File: src/rtl/stream_burst_pkg.sv
// Shared types and default widths for the burst pattern source.
package stream_burst_pkg;

  localparam int WIDTH_DEF = 32;
  localparam int CNT_W_DEF = 16;

  typedef enum logic [1:0] {IDLE, BURST, DONE} burst_state_t;

endpackage

File: src/rtl/stream_burst_source.sv
// Command-driven valid/ready producer: emits len beats base, base+stride, ...
// then pulses done for one cycle before accepting the next command.
module stream_burst_source
  import stream_burst_pkg::*;
#(
  parameter int WIDTH = WIDTH_DEF,
  parameter int CNT_W = CNT_W_DEF
) (
  input  logic             clk,
  input  logic             rst_n,
  input  logic             cmd_valid,
  output logic             cmd_ready,
  input  logic [WIDTH-1:0] cmd_base,
  input  logic [WIDTH-1:0] cmd_stride,
  input  logic [CNT_W-1:0] cmd_len,
  output logic             out_valid,
  input  logic             out_ready,
  output logic [WIDTH-1:0] out_data,
  output logic             out_last,
  output logic             busy,
  output logic             done
);

  burst_state_t     r_state;
  burst_state_t     w_state_next;
  logic [WIDTH-1:0] r_data;
  logic [WIDTH-1:0] r_stride;
  logic [CNT_W-1:0] r_remain;
  logic             w_accept;
  logic             w_fire;
  logic             w_is_last;

  assign w_is_last = (r_remain == CNT_W'(1));
  assign w_accept  = (r_state == IDLE) && cmd_valid;
  assign w_fire    = (r_state == BURST) && out_ready;

  always_comb begin
    w_state_next = r_state;
    unique case (r_state)
      IDLE: begin
        if (cmd_valid) begin
          w_state_next = (cmd_len == '0) ? DONE : BURST;
        end
      end
      BURST: begin
        if (out_ready && w_is_last) begin
          w_state_next = DONE;
        end
      end
      DONE:    w_state_next = IDLE;
      default: w_state_next = IDLE;
    endcase
  end

  always_ff @(posedge clk or negedge rst_n) begin
    if (!rst_n) begin
      r_state  <= IDLE;
      r_data   <= '0;
      r_stride <= '0;
      r_remain <= '0;
    end else begin
      r_state <= w_state_next;
      if (w_accept) begin
        r_data   <= cmd_base;
        r_stride <= cmd_stride;
        r_remain <= cmd_len;
      end else if (w_fire) begin
        // Modulo 2^WIDTH wrap of the pattern is intentional.
        r_data   <= r_data + r_stride;
        r_remain <= r_remain - CNT_W'(1);
      end
    end
  end

  // All stream outputs derive from registered state only, never from out_ready.
  assign cmd_ready = (r_state == IDLE);
  assign busy      = (r_state != IDLE);
  assign done      = (r_state == DONE);
  assign out_valid = (r_state == BURST);
  assign out_data  = r_data;
  assign out_last  = (r_state == BURST) && w_is_last;

endmodule

File: config.mk
export PLATFORM = sky130hd
export DESIGN_NAME = stream_burst_source
export DESIGN_NICKNAME = d
export VERILOG_FILES = /design/src/rtl/stream_burst_pkg.sv /design/src/rtl/stream_burst_source.sv
export SDC_FILE = /design/constraint.sdc
export NUM_CORES = 1
export LEC_CHECK = 0
export ABC_AREA = 1
export ABC_CLOCK_PERIOD_IN_PS = 1900
export CORE_MARGIN = 5
export CORE_UTILIZATION = 39
export DETAILED_ROUTE_END_ITERATION = 10
export PLACE_DENSITY = 0.65
export SLEW_MARGIN = 20
export SYNTH_ARGS = -nofsm -noshare
export SYNTH_HDL_FRONTEND = slang
export SYNTH_SLANG_ARGS = --single-unit
File: constraint.sdc
create_clock -name clk -period 1.9 [get_ports clk]
set_clock_uncertainty 0.2 [all_clocks]
set_input_delay 0.19 -clock clk [delete_from_list [all_inputs] [get_ports clk]]
set_output_delay 0.19 -clock clk [all_outputs]
set_load 0.01 [all_outputs]
==> results.md, run 1 <==
- R2r worst-path depth: 10
- DR vias/cell: roughly 4.8
- Vias in the first global route: 6489
- CTS Buf Count: 9
- CP cell instances: ha_2 > fa_2 > nand3_2 > nand3_4 > nand2_2 > nand3_4 > nand2_2 > nand4_1 > nand3_2 > nand2_1
- Crit end category: flip-flop
- DR WL/cell: between 10 and 15 microns
- Final nets: about 1300
- Largest net degree at the start of global routing: 36
- Post-synthesis sequential area ratio: 0.3337
- Storage cell area: between 2000 and 2500 sq um
- Final HPWL DP: approximately 15 mm
- RSZ-0062 raised after global routing: yes
- Die area: around 18000 sq um
- Setup slack, reg-to-reg: -0.16 ns
- Slew Limit Fails: 0
- Initial core utilization: 0.3928
- Dpl cells: about 1400
- Crit share post-route: 1.082
- Final Cell Area: 9980 sq um
- Number of top-level pins: around 120
- Post-Route WL: 20.70 mm
- Final GP Congestion: between 0.9 and 1
- Delay-heaviest family, CP: simple AND/OR/NAND/NOR gates
- Number of nets with antenna violations after routing: 0
- Die Ht: between 100 and 150 microns
- Max incr delay on CP: a little under 0.4 ns
- First-pass GRT wire length: roughly 32 mm
- H-tree levels: 3
- Synthesized area per cell: between 6 and 7 sq um
- Post-layout min period: 2.056 ns
- Area occupied by multi-input gates: roughly 4500 sq um
- Async SR Flop Fraction: 1.000
- Final Setup Violations: 21
- CP arrival: roughly 2.1 ns
- WS Path Type: flip-flop to flip-flop
- Hold Path Class: input port to asynchronous set/reset pin
- Root Buffer: clkbuf_16
- Cell variety after synth: 39
- Max-Cap Viols: 0
- Slew at the pin closest to its max-slew limit: 0.4894 ns
- CTS tree: built
- Prevailing post-synth register cell: dfrtp_1
- Synth-to-Final Area Change: 62.28%
- Fillers: between 1000 and 1500
- Slowest CP cell: dfrtp_1
- IO buf count: 120
- Final antenna diode count: 0
- CP startpoint kind: flip-flop
- Synthesis Warnings: 0
- Post-Syn Nets: ~1100
- Placement row count: 46
- Die Wd: between 100 and 150 microns
- CTS clock-pin slew for the worst setup and hold paths: roughly 0.060 ns
- DRT iter0 DRCs: just under 400
- Status: finished with violations
- Layout Cells excl Fill: ~1400
- RR Startpoint: r_stride[0]
- Flops & latches, synth: between 80 and 90
- Final Hold Vio Count: 0
- CTS sink cnt: 82
- WP data required: between 1.5 and 2 ns
- Worst-Skew Late Latency: 0.35 ns
- Share of layout cells above drive strength 1: 0.3083
- Violated checks: negative setup slack
- Core area: ~16000 sq um
- WHS: approximately 0.14 ns
- Synth Cell Area: about 6100 sq um
- Worst setup slack after layout: -0.1563 ns
- Slew headroom: 0.6738
- VDD IR max: a little under 1 mV
- Post-DP Area: about 8300 sq um
- R2R Path End: out_data[24]
- Vias post-DR: 6808
- Post-synth EDFFs: 0
- Leak: 0.005071 uW
- Pre-CTS WS: -0.2171 ns
- Fmax: 486.3 MHz
- Grt ovf: 0
- Worst-path maximum fanout: 4
- Syn Inst Count: between 900 and 1000
- Initial antenna violation count: 0
- First drt pass iteration count: 4
- All-Layer GR Usage: 0.2158
- Power Dens Cells: between 2000 and 2500 nW/um^2
- Drc violations: 0
- Maximum root-to-sink buffer count: 2
- Buf/Inv on CP: 0
-- worst max-delay path by stage --
stage / start / endpoint / slack [ns] / cells past startpoint
6_report: r_stride[0] / out_data[24] / -0.16 / 10
5_1_grt: r_stride[0] / out_data[16] / -0.27 / 11
4_1_cts: r_stride[0] / out_data[16] / -0.11 / 11
3_5_place_dp: r_stride[0] / out_data[24] / -0.22 / 11
3_3_place_gp: out_data[9] / out_data[12] / -0.20 / 8
2_1_floorplan: out_data[0] / out_data[16] / -0.01 / 11
-- cell families (layout without fill, tap and decap cells) --
group	Yosys count	count (layout)	synth area share
adders and majority gates	34	34	0.07040
xor gates and xnor gates	16	16	0.02279
and+or+nand+nor	547	547	0.3599
AOI/OAI and AO/OA	92	92	0.09929
DFF	82	82	0.3337
buffers and inverters	177	426	0.1139
-- synthesized netlist by cell type, types with 2 or more instances --
cell        n  share of area
a21oi_1    27          0.022
a22o_1     15          0.021
buf_2      14          0.011
buf_4       3         0.0037
clkbuf_1    4         0.0024
clkinv_1   11         0.0067
dfrtp_1    82           0.33
ha_1       33          0.067
inv_1     134          0.082
inv_2      10         0.0061
nand2_1   400           0.24
nand2_2     7         0.0071
nand3_1    59          0.048
nand3_2     2         0.0033
nand3b_1    2         0.0024
nand4_1     4         0.0041
nor2_1     58          0.035
nor2_2      6         0.0061
nor3_1      3         0.0024
nor4_1      4         0.0041
o211ai_1   12          0.015
o21ai_0    11         0.0090
o21ai_1     4         0.0033
o21bai_1    7         0.0085
o221ai_1    6         0.0085
o22ai_1     3         0.0031
xnor2_1    12          0.017
xor2_1      4         0.0057
-- metrics by stage --
stage | power, uW | setup TNS, ns | utilization
after detailed placement | 14500 | -3.791 | 0.5323
final | 20600 | -1.659 | 0.6375
after global routing | 22200 | -4.125 | 0.6375
after global placement | 14400 | -2.871 | 0.5323
after CTS | 18040 | -0.8968 | 0.5889
after floorplan | 9867 | -0.04792 | -
-- flip-flops by register name, indices dropped and copies added, names as in the netlist --
register and cells:
out_data 32, r_stride 32, r_remain 16, r_state 2
-- final cells by class --
type | instances | area share
multi-input cells | 689 | 0.4496
well taps | 216 | 0.02708
clock inverters | 4 | 0.005140
repair buffers | 255 | 0.2291
inverters | 155 | 0.05855
flip-flops and latches | 82 | 0.2059
clock buffers | 12 | 0.02470
-- layout by cell type (no fill, tap or decap), types with 5 or more instances in the layout --
| cell type | netlist | final |
|---|---|---|
| o21ai_0 | 11 | 8 |
| clkinv_1 | 11 | 11 |
| nor2_1 | 58 | 33 |
| dfrtp_1 | 82 | 80 |
| nand3_4 | 0 | 7 |
| a22o_1 | 15 | 15 |
| o211ai_1 | 12 | 12 |
| nand3_1 | 59 | 40 |
| a21oi_2 | 1 | 13 |
| inv_2 | 10 | 17 |
| nand2_1 | 400 | 320 |
| inv_1 | 134 | 126 |
| nand3_2 | 2 | 14 |
| o21bai_1 | 7 | 7 |
| clkbuf_16 | 0 | 9 |
| nand2_2 | 7 | 68 |
| clkdlybuf4s50_1 | 0 | 115 |
| o221ai_1 | 6 | 6 |
| a21oi_1 | 27 | 12 |
| o21ai_1 | 4 | 6 |
| ha_4 | 0 | 28 |
| nor2_2 | 6 | 17 |
| nand2_4 | 0 | 18 |
| buf_6 | 1 | 6 |
| xnor2_1 | 12 | 5 |
| xnor2_2 | 0 | 7 |
| buf_4 | 3 | 125 |
| nor2_4 | 1 | 15 |
-- metal layers --
layer	vias up	part of all wire	global-route usage
met5	-	0	0
met4	0	0.022	0.06383
met3	35	0.053	0.04086
met2	179	0.50	0.3700
met1	3147	0.43	0.2767
li1	3447	-	-
-- power by group --
part | switching [uW] | internal (uW) | leakage (uW) | total (uW)
clock | 735 | 1060 | 0.000143 | 1790
combinational | 8000 | 7360 | 0.00392 | 15400
sequential | 818 | 2630 | 0.00101 | 3450
-- what timing repair did --
action                                  CTS  global route
hold buffers                              1             0
hold endpoints to repair                 45             0
setup buffers                             6            27
resized for setup                        96           151
pin swaps                                14            63
endpoints found under the setup margin   30            41
-- worst register-to-register path, stage by stage (launching register included) --
cell and delay [ns]:
dfrtp_1 0.39, ha_2 0.20, fa_2 0.39, nand3_2 0.10, nand3_4 0.10, nand2_2 0.09
nand3_4 0.10, nand2_2 0.11, nand4_1 0.11, nand3_2 0.10, nand2_1 0.05
Power figures use the tool's default switching activity.
==> run 2, diff against run 1 <==
--- a/config.mk
+++ b/config.mk
@@ -8,9 +8,9 @@
 export ABC_AREA = 1
 export ABC_CLOCK_PERIOD_IN_PS = 1900
 export CORE_MARGIN = 5
-export CORE_UTILIZATION = 39
+export CORE_UTILIZATION = 45
 export DETAILED_ROUTE_END_ITERATION = 10
-export PLACE_DENSITY = 0.65
+export PLACE_DENSITY = 0.74
 export SLEW_MARGIN = 20
 export SYNTH_ARGS = -nofsm -noshare
 export SYNTH_HDL_FRONTEND = slang
==> results.md, run 2 (same netlist as run 1, synthesis figures left out) <==
- DR vias/cell: 5.142 (+6.7%)
- Maximum root-to-sink buffer count: 2 (unchanged)
- Final Setup Violations: 20 (-4.8%)
- Commonest non-fill, non-tap cell in the layout: nand2_1
- Root Buffer: clkbuf_16
- Post-Route WL: 20.51 mm (-0.93%)
- Initial core utilization: 0.4607 (+0.06790)
- Fin util: 0.7348 (+0.09735)
- Hold Path Class: input port to asynchronous set/reset pin
- Post-DP Area: 8320 sq um (-0.15%)
- Slew headroom: 0.7747 (+0.1009)
- Fillers: 1005 (-25%)
- DR WL/cell: 15.03 microns (+2.6%)
- Violated checks: negative setup slack
- Crit end category: flip-flop
- Final Hold Vio Count: 0 (unchanged)
- IO buf count: 120 (unchanged)
- CTS Buf Count: 9 (unchanged)
- Placement row count: 42 (-8.7%)
- CP endpoint: out_data[10]
- Grt ovf: 0 (unchanged)
- WP data required: 1.95 ns (about the same)
- DRT iter0 DRCs: 476 (+21%)
- Worst-path maximum fanout: 4 (unchanged)
- WHS: 0.04352 ns (-0.09753 ns)
- Max-Cap Viols: 0 (unchanged)
- CP startpoint kind: flip-flop
- Final HPWL DP: 14.56 mm (-1.1%)
- Drc violations: 0 (unchanged)
- Setup slack, reg-to-reg: -0.26 ns (-0.10 ns)
- Initial antenna violation count: 0 (unchanged)
- Post-layout min period: 2.160 ns (+0.1042 ns)
- Sequential share of power: 0.172 (+0.005)
- VDD IR max: 1.189 mV (+20%)
- Number of nets with antenna violations after routing: 0 (unchanged)
- Largest net degree at the start of global routing: 40 (+11%)
- Final GP Congestion: 0.9780 (+1.2%)
- CP arrival: 2.21 ns (+0.11 ns)
- Setup crit start: out_data[0]
- Leak: 0.005069 uW (about the same)
- R2R Path End: out_data[10]
- WS Path Type: flip-flop to flip-flop
- Logic gate share of total power: 0.747 (about the same)
- Sw power: 9492 uW (-0.61%)
- Final Cell Area: 9808 sq um (-1.7%)
- Number of top-level pins: 121 (unchanged)
- Synth-to-Final Area Change: 59.49%
- Slew Limit Fails: 0 (unchanged)
- Vias in the first global route: 6600 (+1.7%)
- Share of layout cells above drive strength 1: 0.2963 (-0.01197)
- Design internal power: 10660 uW (-3.5%)
- Die Ht: 126.9 microns (-6.4%)
- Die Wd: 126.9 microns (-6.4%)
- CTS sink cnt: 82 (unchanged)
- Core area: 13350 sq um (-15%)
- First-pass GRT wire length: 31.51 mm (-1.0%)
- Power Dens Cells: 2055 nW/um^2 (-0.43%)
- Final antenna diode count: 0 (unchanged)
- H-tree levels: 3 (unchanged)
- CTS tree: built
- Slew at the pin closest to its max-slew limit: 0.3349 ns (-0.1544 ns)
- Die area: 16100 sq um (-12%)
- RR Startpoint: out_data[0]
- All-Layer GR Usage: 0.2402 (+0.02442)
- Status: finished with violations
- Setup Total Neg Slack: -2.188 ns (-0.5291 ns)
- Crit share post-route: 1.137 (+0.05482)
- Clock power share: 0.082 (-0.005)
- R2r worst-path depth: 9 (-1)
- Most frequent cells in the layout: nand2_1, inv_1, buf_4
- Worst setup slack after layout: -0.2604 ns (-0.1042 ns)
- RSZ-0062 raised after global routing: yes
- Fmax: 462.9 MHz (-4.8%)
- Pre-CTS WS: -0.1677 ns (+0.04940 ns)
- Final nets: 1301 (-0.69%)
- Vias post-DR: 7014 (+3.0%)
- First drt pass iteration count: 6 (+2)
- Sw Ratio: 0.4709 (+0.007235)
- CTS clock-pin slew for the worst setup and hold paths: 0.07 ns (about the same)
- Worst-Skew Late Latency: 0.36 ns (about the same)
==> run 2: changes by cell type in the layout (fill, tap and decap cells not counted), sizes merged <==
cell / previous run / this run
clkdlybuf4s50: 115 / 109
clkinvlp: 1 / 2
dlymetal6s2s: 2 / 8
buf: 136 / 127
clkbuf: 12 / 11
clkinv: 13 / 14
bufinv: 1 / 0
==> run 2: how the worst min path moves through the flow <==
stage	startpoint	depth (start not counted)	slack, ns	end
2_1_floorplan	rst_n	0	-0.31	out_data[0]
3_3_place_gp	rst_n	1	-0.13	r_state[1]
3_5_place_dp	rst_n	1	-0.13	r_state[1]
4_1_cts	rst_n	2	0.03	r_state[1]
5_1_grt	rst_n	2	0.07	r_stride[12]
6_report	rst_n	2	0.04	r_stride[12]
==> run 2: worst max-delay path: stages (launching register included) <==
cell      delay (ns)
dfrtp_1         0.39
ha_2            0.21
fa_2            0.41
buf_4           0.16
nand3_2         0.08
nand3_4         0.11
buf_4           0.16
nand2_1         0.06
nand2_1         0.04
o211ai_1        0.23
==> run 2: what timing repair did <==
item	CTS	global route
gates resized for setup	77	156
hold endpoints to repair	82	0
setup endpoints to repair	29	35
hold buffers	1	0
pin swaps	11	60
setup buffers	3	22
==> run 2: layout make-up <==
type                    count  area [sq um]  area share
clock inverters             5         30.03    0.003062
flip-flops and latches     82          2054      0.2095
multi-input cells         689          4403      0.4489
clock buffers              11         242.7     0.02475
well taps                 176         220.2     0.02245
repair buffers            246          2276      0.2320
inverters                 155         581.8     0.05932
==> run 2: metrics by stage <==
stage / power [uW] / cells
2_1_floorplan: 9867 / 948
3_3_place_gp: 14370 / 1323
3_5_place_dp: 14520 / 1323
4_1_cts: 17660 / 1343
5_1_grt: 21650 / 1364
6_report: 20160 / 1364
==> run 2: power by group through the flow <==
stage	Combinational (uW)	Clock, uW	Sequential, uW
2_1_floorplan	6550	0	3320
3_3_place_gp	11200	0	3160
3_5_place_dp	11300	0	3180
4_1_cts	12600	1660	3400
5_1_grt	16400	1750	3540
6_report	15100	1650	3460
==> run 2: per-layer routing <==
| layer | global-route usage | share of wire | wire, microns | vias to the layer above |
|---|---|---|---|---|
| li1 | - | - | - | 3432 |
| met1 | 0.3291 | 0.44 | 8981 | 3298 |
| met2 | 0.3861 | 0.48 | 9851 | 242 |
| met3 | 0.03447 | 0.058 | 1196 | 42 |
| met4 | 0.09022 | 0.023 | 476 | 0 |
| met5 | 0 | 0 | 0 | - |
